==> src/rtl/jtgng_pkg.sv <==
// Shared definitions for the RAM copy engine: controller state encoding and
// the depth of the source-read pipeline.
package jtgng_pkg;

  typedef enum logic [1:0] {
    IDLE  = 2'd0,
    REQ   = 2'd1,
    XFER  = 2'd2,
    DRAIN = 2'd3
  } dma_state_e;

  localparam int unsigned DMA_PIPE = 2;

endpackage

==> src/rtl/jtgng_ram_dma_pipe.sv <==
// Two-stage delay line aligning the presented source address with the data
// the source RAM returns, producing registered destination write signals.
module jtgng_ram_dma_pipe #(
  parameter int unsigned aw = 9,
  parameter int unsigned dw = 8
) (
  input  logic          clk,
  input  logic          rst,
  input  logic          cen,
  input  logic          flush,
  input  logic          in_valid,
  input  logic [aw-1:0] in_addr,
  input  logic [dw-1:0] in_data,
  output logic [aw-1:0] out_addr,
  output logic [dw-1:0] out_data,
  output logic          out_we
);

  logic [aw-1:0] addr1_q, addr1_d, out_addr_q, out_addr_d;
  logic [dw-1:0] out_data_q, out_data_d;
  logic          valid1_q, valid1_d, out_we_q, out_we_d;

  always_comb begin
    addr1_d    = addr1_q;
    valid1_d   = valid1_q;
    out_addr_d = out_addr_q;
    out_data_d = out_data_q;
    out_we_d   = out_we_q;
    if (cen) begin
      addr1_d  = in_addr;
      valid1_d = in_valid && !flush;
      // A flush drops whatever is in flight, including the word arriving now.
      out_we_d = valid1_q && !flush;
      if (valid1_q && !flush) begin
        out_addr_d = addr1_q;
        out_data_d = in_data;
      end
    end
  end

  always_ff @(posedge clk) begin
    if (rst) begin
      addr1_q    <= '0;
      valid1_q   <= 1'b0;
      out_addr_q <= '0;
      out_data_q <= '0;
      out_we_q   <= 1'b0;
    end else begin
      addr1_q    <= addr1_d;
      valid1_q   <= valid1_d;
      out_addr_q <= out_addr_d;
      out_data_q <= out_data_d;
      out_we_q   <= out_we_d;
    end
  end

  assign out_addr = out_addr_q;
  assign out_data = out_data_q;
  assign out_we   = out_we_q;

endmodule

==> src/rtl/jtgng_ram_dma.sv <==
// Bus-master copy engine: acquires the source RAM, streams all 2**aw words into
// the destination RAM in ascending order, then releases the bus.
module jtgng_ram_dma #(
  parameter int unsigned dw = 8,
  parameter int unsigned aw = 9
) (
  input  logic          clk,
  input  logic          rst,
  input  logic          cen,
  input  logic          start,
  output logic          bus_req,
  input  logic          bus_ack,
  output logic [aw-1:0] src_addr,
  input  logic [dw-1:0] src_q,
  output logic [aw-1:0] dst_addr,
  output logic [dw-1:0] dst_data,
  output logic          dst_we,
  output logic          busy,
  output logic          done
);
  import jtgng_pkg::*;

  // Counter is one bit wider than the address so the terminal compares never alias.
  localparam logic [aw:0] CntLast     = (aw + 1)'((1 << aw) - 1);
  localparam logic [aw:0] CntDrainEnd = (aw + 1)'((1 << aw) + DMA_PIPE - 1);

  dma_state_e  state_q, state_d;
  logic [aw:0] cnt_q, cnt_d;
  logic        bus_req_q, bus_req_d;
  logic        busy_q, busy_d;
  logic        done_q, done_d;
  logic        pipe_valid, pipe_flush;

  always_comb begin
    state_d    = state_q;
    cnt_d      = cnt_q;
    bus_req_d  = bus_req_q;
    busy_d     = busy_q;
    done_d     = 1'b0;
    pipe_valid = 1'b0;
    pipe_flush = 1'b0;
    if (cen) begin
      unique case (state_q)
        IDLE: begin
          if (start && !done_q) begin
            state_d   = REQ;
            bus_req_d = 1'b1;
            busy_d    = 1'b1;
            cnt_d     = '0;
          end
        end
        REQ: begin
          if (bus_ack) state_d = XFER;
        end
        XFER: begin
          if (!bus_ack) begin
            // CPU took the bus back: discard the partial copy and start over.
            pipe_flush = 1'b1;
            cnt_d      = '0;
            state_d    = REQ;
          end else begin
            pipe_valid = 1'b1;
            cnt_d      = cnt_q + 1'b1;
            if (cnt_q == CntLast) state_d = DRAIN;
          end
        end
        DRAIN: begin
          if (cnt_q == CntDrainEnd) begin
            state_d = IDLE;
            busy_d  = 1'b0;
            done_d  = 1'b1;
            cnt_d   = '0;
          end else begin
            cnt_d     = cnt_q + 1'b1;
            bus_req_d = 1'b0;
          end
        end
        default: state_d = IDLE;
      endcase
    end
  end

  always_ff @(posedge clk) begin
    if (rst) begin
      state_q   <= IDLE;
      cnt_q     <= '0;
      bus_req_q <= 1'b0;
      busy_q    <= 1'b0;
      done_q    <= 1'b0;
    end else begin
      state_q   <= state_d;
      cnt_q     <= cnt_d;
      bus_req_q <= bus_req_d;
      busy_q    <= busy_d;
      done_q    <= done_d;
    end
  end

  assign src_addr = cnt_q[aw-1:0];
  assign bus_req  = bus_req_q;
  assign busy     = busy_q;
  assign done     = done_q;

  jtgng_ram_dma_pipe #(
    .aw(aw),
    .dw(dw)
  ) u_pipe (
    .clk     (clk),
    .rst     (rst),
    .cen     (cen),
    .flush   (pipe_flush),
    .in_valid(pipe_valid),
    .in_addr (src_addr),
    .in_data (src_q),
    .out_addr(dst_addr),
    .out_data(dst_data),
    .out_we  (dst_we)
  );

endmodule

==> config.mk <==
export PLATFORM = sky130hd
export DESIGN_NAME = jtgng_ram_dma
export DESIGN_NICKNAME = d
export VERILOG_FILES = /design/src/rtl/jtgng_pkg.sv /design/src/rtl/jtgng_ram_dma_pipe.sv /design/src/rtl/jtgng_ram_dma.sv
export SDC_FILE = /design/constraint.sdc
export NUM_CORES = 1
export LEC_CHECK = 0
export ABC_AREA = 1
export BUFFER_PORTS_ARGS = -buffer_cell sky130_fd_sc_hd__buf_2
export CORE_AREA = 2 2 65 67
export DETAILED_ROUTE_END_ITERATION = 10
export DIE_AREA = 0 0 67 69
export PLACE_DENSITY = 0.79
export SYNTH_ARGS = -nofsm -noshare
export SYNTH_HDL_FRONTEND = slang
export SYNTH_HIERARCHICAL = 1
export SYNTH_SLANG_ARGS = --single-unit
==> constraint.sdc <==
create_clock -name clk -period 1.86 [get_ports clk]
set_clock_uncertainty 0.1 [all_clocks]
set_input_delay 0.372 -clock clk [delete_from_list [all_inputs] [get_ports clk]]
set_output_delay 0.372 -clock clk [all_outputs]
set_load 0.005 [all_outputs]
==> run summary <==
Status - finished, final reports clean
CTS root buf - clkbuf_8
Cell taking the most area after synthesis - dfxtp_1
CTS buffer count - 5
Worst slew margin - 0.753
Most used flip-flop cell after synthesis - dfxtp_1
PortBufs - 42
DP HPWL - 2750 µm
Gr usage total - 0.183
Clock transition at path regs - 0.08 ns
Leakage power - 1.24 nW
Top-level port count - 43
EDFF count, synth - 0
Final net count - 347
Fmax achieved - 598 MHz
Startpoint Class - flop
1st-pass router iterations - 4
Initial antenna violation count - 0
Routability cong. - 0.802
Antenna Violating Nets Remaining - 0
Pin count of the biggest net entering global routing - 36
Critical Path Max Stage Delay - 0.42 ns
Worst-Skew Late Latency - 0.29 ns
DRC Markers - 0
Synthesized area - 2060 µm²
CTS Sinks - 43
Total Wirelength - 3920 µm
Arrival @ worst endpoint - 1.75 ns
Pwr Density - 844 nW/µm²
Final period util - 0.900
Post-synthesis sequential area ratio - 0.418
Crit path cell chain - ha_1 -> nand2_1 -> nor2_1 -> nand3_1 -> nand2_2 -> nand2_4 -> o21ai_4 -> nor2_2
Total of max-cap violations - 0
Via Count - 1,776
Yosys reg bits - 43
Vias in the first global route - 1,589
Core ar. - 3910 µm²
Tmin final - 1.67 ns
Critical path type - flop to flop
Final WS setup - 0.187 ns
Count of final setup violators - 0
Flop2flop setup slack - 0.19 ns
CTS tree - yes
Die area - 4620 µm²
Via/cell ratio - 4.64
Max FO, Critical Path - 9
GRT overflow - 0
Die H - 69 µm
Synth area leaders - dfxtp_1 (42%), nand2_1 (12%), nor2_1 (12%)
YS warnings - 6
TNS Setup - 0 ns
Gate Count Post-Synth - 297
Slew Viols, Final - 0
Clock Path Buffers - 2
Wire per inst - 10.2 µm
Top cell type's share of synthesized area - 0.418
Final Hold Violating Endpoints - 0
Initial core utilization - 0.526
Post-Syn Area per Cell - 6.93 µm²
Most frequent cell after synthesis - nand2_1
Share of layout cells above drive strength 1 - 0.222
Hold Path Class - input port to flop
CP bufs+invs - 0
CP max-delay cell - dfxtp_1
Peak VDD IR - 482 µV
Core Rows - 23
Post-CTS Hold Fix Bufs - 0
Pre-CTS WS - 0.223 ns
Commonest cells in the netlist - nand2_1 (68), nor2_1 (66), dfxtp_1 (43)
Distinct cells, synth - 24
H-tree levels - 2
First-pass GRT wire length - 6620 µm
RSZ-0062 raised after global routing - false
Largest delay share family, worst path - simple AND/OR/NAND/NOR gates
Worst slew pin tran - 0.370 ns
Crit. End Element - flop
Syn Nets - 312
Chip width - 67 µm
Area Overhead vs Synth - 15.1%
CP required - 1.94 ns
DRT iter0 DRCs - 138
Asr flop ratio synth - 0
ANT cells - 0
==> timing repair <==
action | CTS | global route
setup endpoints to repair | 0 | 2
gates resized for setup | 0 | 1
buffers inserted | 0 | 0
==> report_power, final <==
part	internal (W)	total, W	switching (W)
sequential	0.000945	0.000964	0.0000187
clock	0.000536	0.000844	0.000307
combinational	0.0000650	0.000191	0.000126
==> cell type report <==
type / count / area (µm²)
Tap cell: 50 / 62.6
Fill cell: 391 / 1550
Clock inverter: 2 / 60.1
Multi-Input combinational cell: 195 / 921
Inverter: 43 / 166
Timing Repair Buffer: 44 / 225
Sequential cell: 43 / 861
Clock buffer: 6 / 72.6
==> stage by stage <==
step	cells	hold WS [ns]	utilization	power, W	cell area (µm²)
after detailed placement	375	0.353	0.570	0.00117	2230
after CTS	383	0.193	0.604	0.00202	2360
after global placement	375	0.349	0.570	0.00117	2230
final	383	0.196	0.605	0.00200	2370
after global routing	383	0.200	0.605	0.00209	2370
after floorplan	297	0.341	-	0.00112	2060
==> layer usage <==
layer / vias to the layer above / GRT usage / routed length, µm
li1: 953 / - / -
met1: 773 / 0.207 / 1750
met3: 10 / 0.0571 / 213
met2: 40 / 0.310 / 1870
met4: 0 / 0.0748 / 85
met5: - / 0 / 0
==> final timing paths <==
check | depth (start not counted) | endpoint | startpoint
worst max-delay path | 8 | cnt_q[9] | cnt_q[0]
worst min-delay path | 3 | u_pipe/out_data[6] | src_q[6]
worst max register to register | 8 | cnt_q[9] | cnt_q[0]
worst min register to register | 2 | u_pipe/out_we | u_pipe/out_we
==> flip-flops by register name (all words and copies together) (netlist names) <==
name and flops:
done 1, busy 1, bus_req 1, u_pipe/out_addr 9, state_q 2, u_pipe/out_data 8
u_pipe/out_we 1, cnt_q 10, u_pipe/addr1_q 9, u_pipe/valid1_q 1
==> layout by cell type, fill, tap and decap left out, types with 2 or more instances in the layout <==
master,Yosys,final
clkbuf_8,0,5
inv_2,4,4
buf_2,5,42
nand4_1,2,2
ha_1,2,2
nand2_4,2,2
o21ai_0,15,15
bufinv_16,0,2
nor3_1,3,3
inv_1,38,38
dfxtp_1,43,43
buf_4,9,2
a21oi_1,8,8
nor2_1,66,66
nand2_1,68,68
nand3_1,12,12
nor2_4,1,2
nor2_2,8,7
nand2_2,3,3
==> worst register-to-register path, stage by stage, from the launching register on <==
cell     delay [ns]
dfxtp_1        0.42
ha_1           0.17
nand2_1        0.05
nor2_1         0.13
nand3_1        0.11
nand2_2        0.12
nand2_4        0.07
o21ai_4        0.30
nor2_2         0.08
==> logic make-up (layout without fill, tap and decap cells) <==
group / count (synthesis) / count (layout) / synth area share
adder cells (fa/ha/maj): 2 / 2 / 0.0122
AND/OR/NAND/NOR: 168 / 168 / 0.365
XOR/XNOR: 1 / 1 / 0.00426
buffers and inverters: 59 / 95 / 0.137
AO/OA/AOI/OAI: 24 / 24 / 0.0638
flip-flops: 43 / 43 / 0.418
Note: power is estimated with default switching activity, not from simulation.
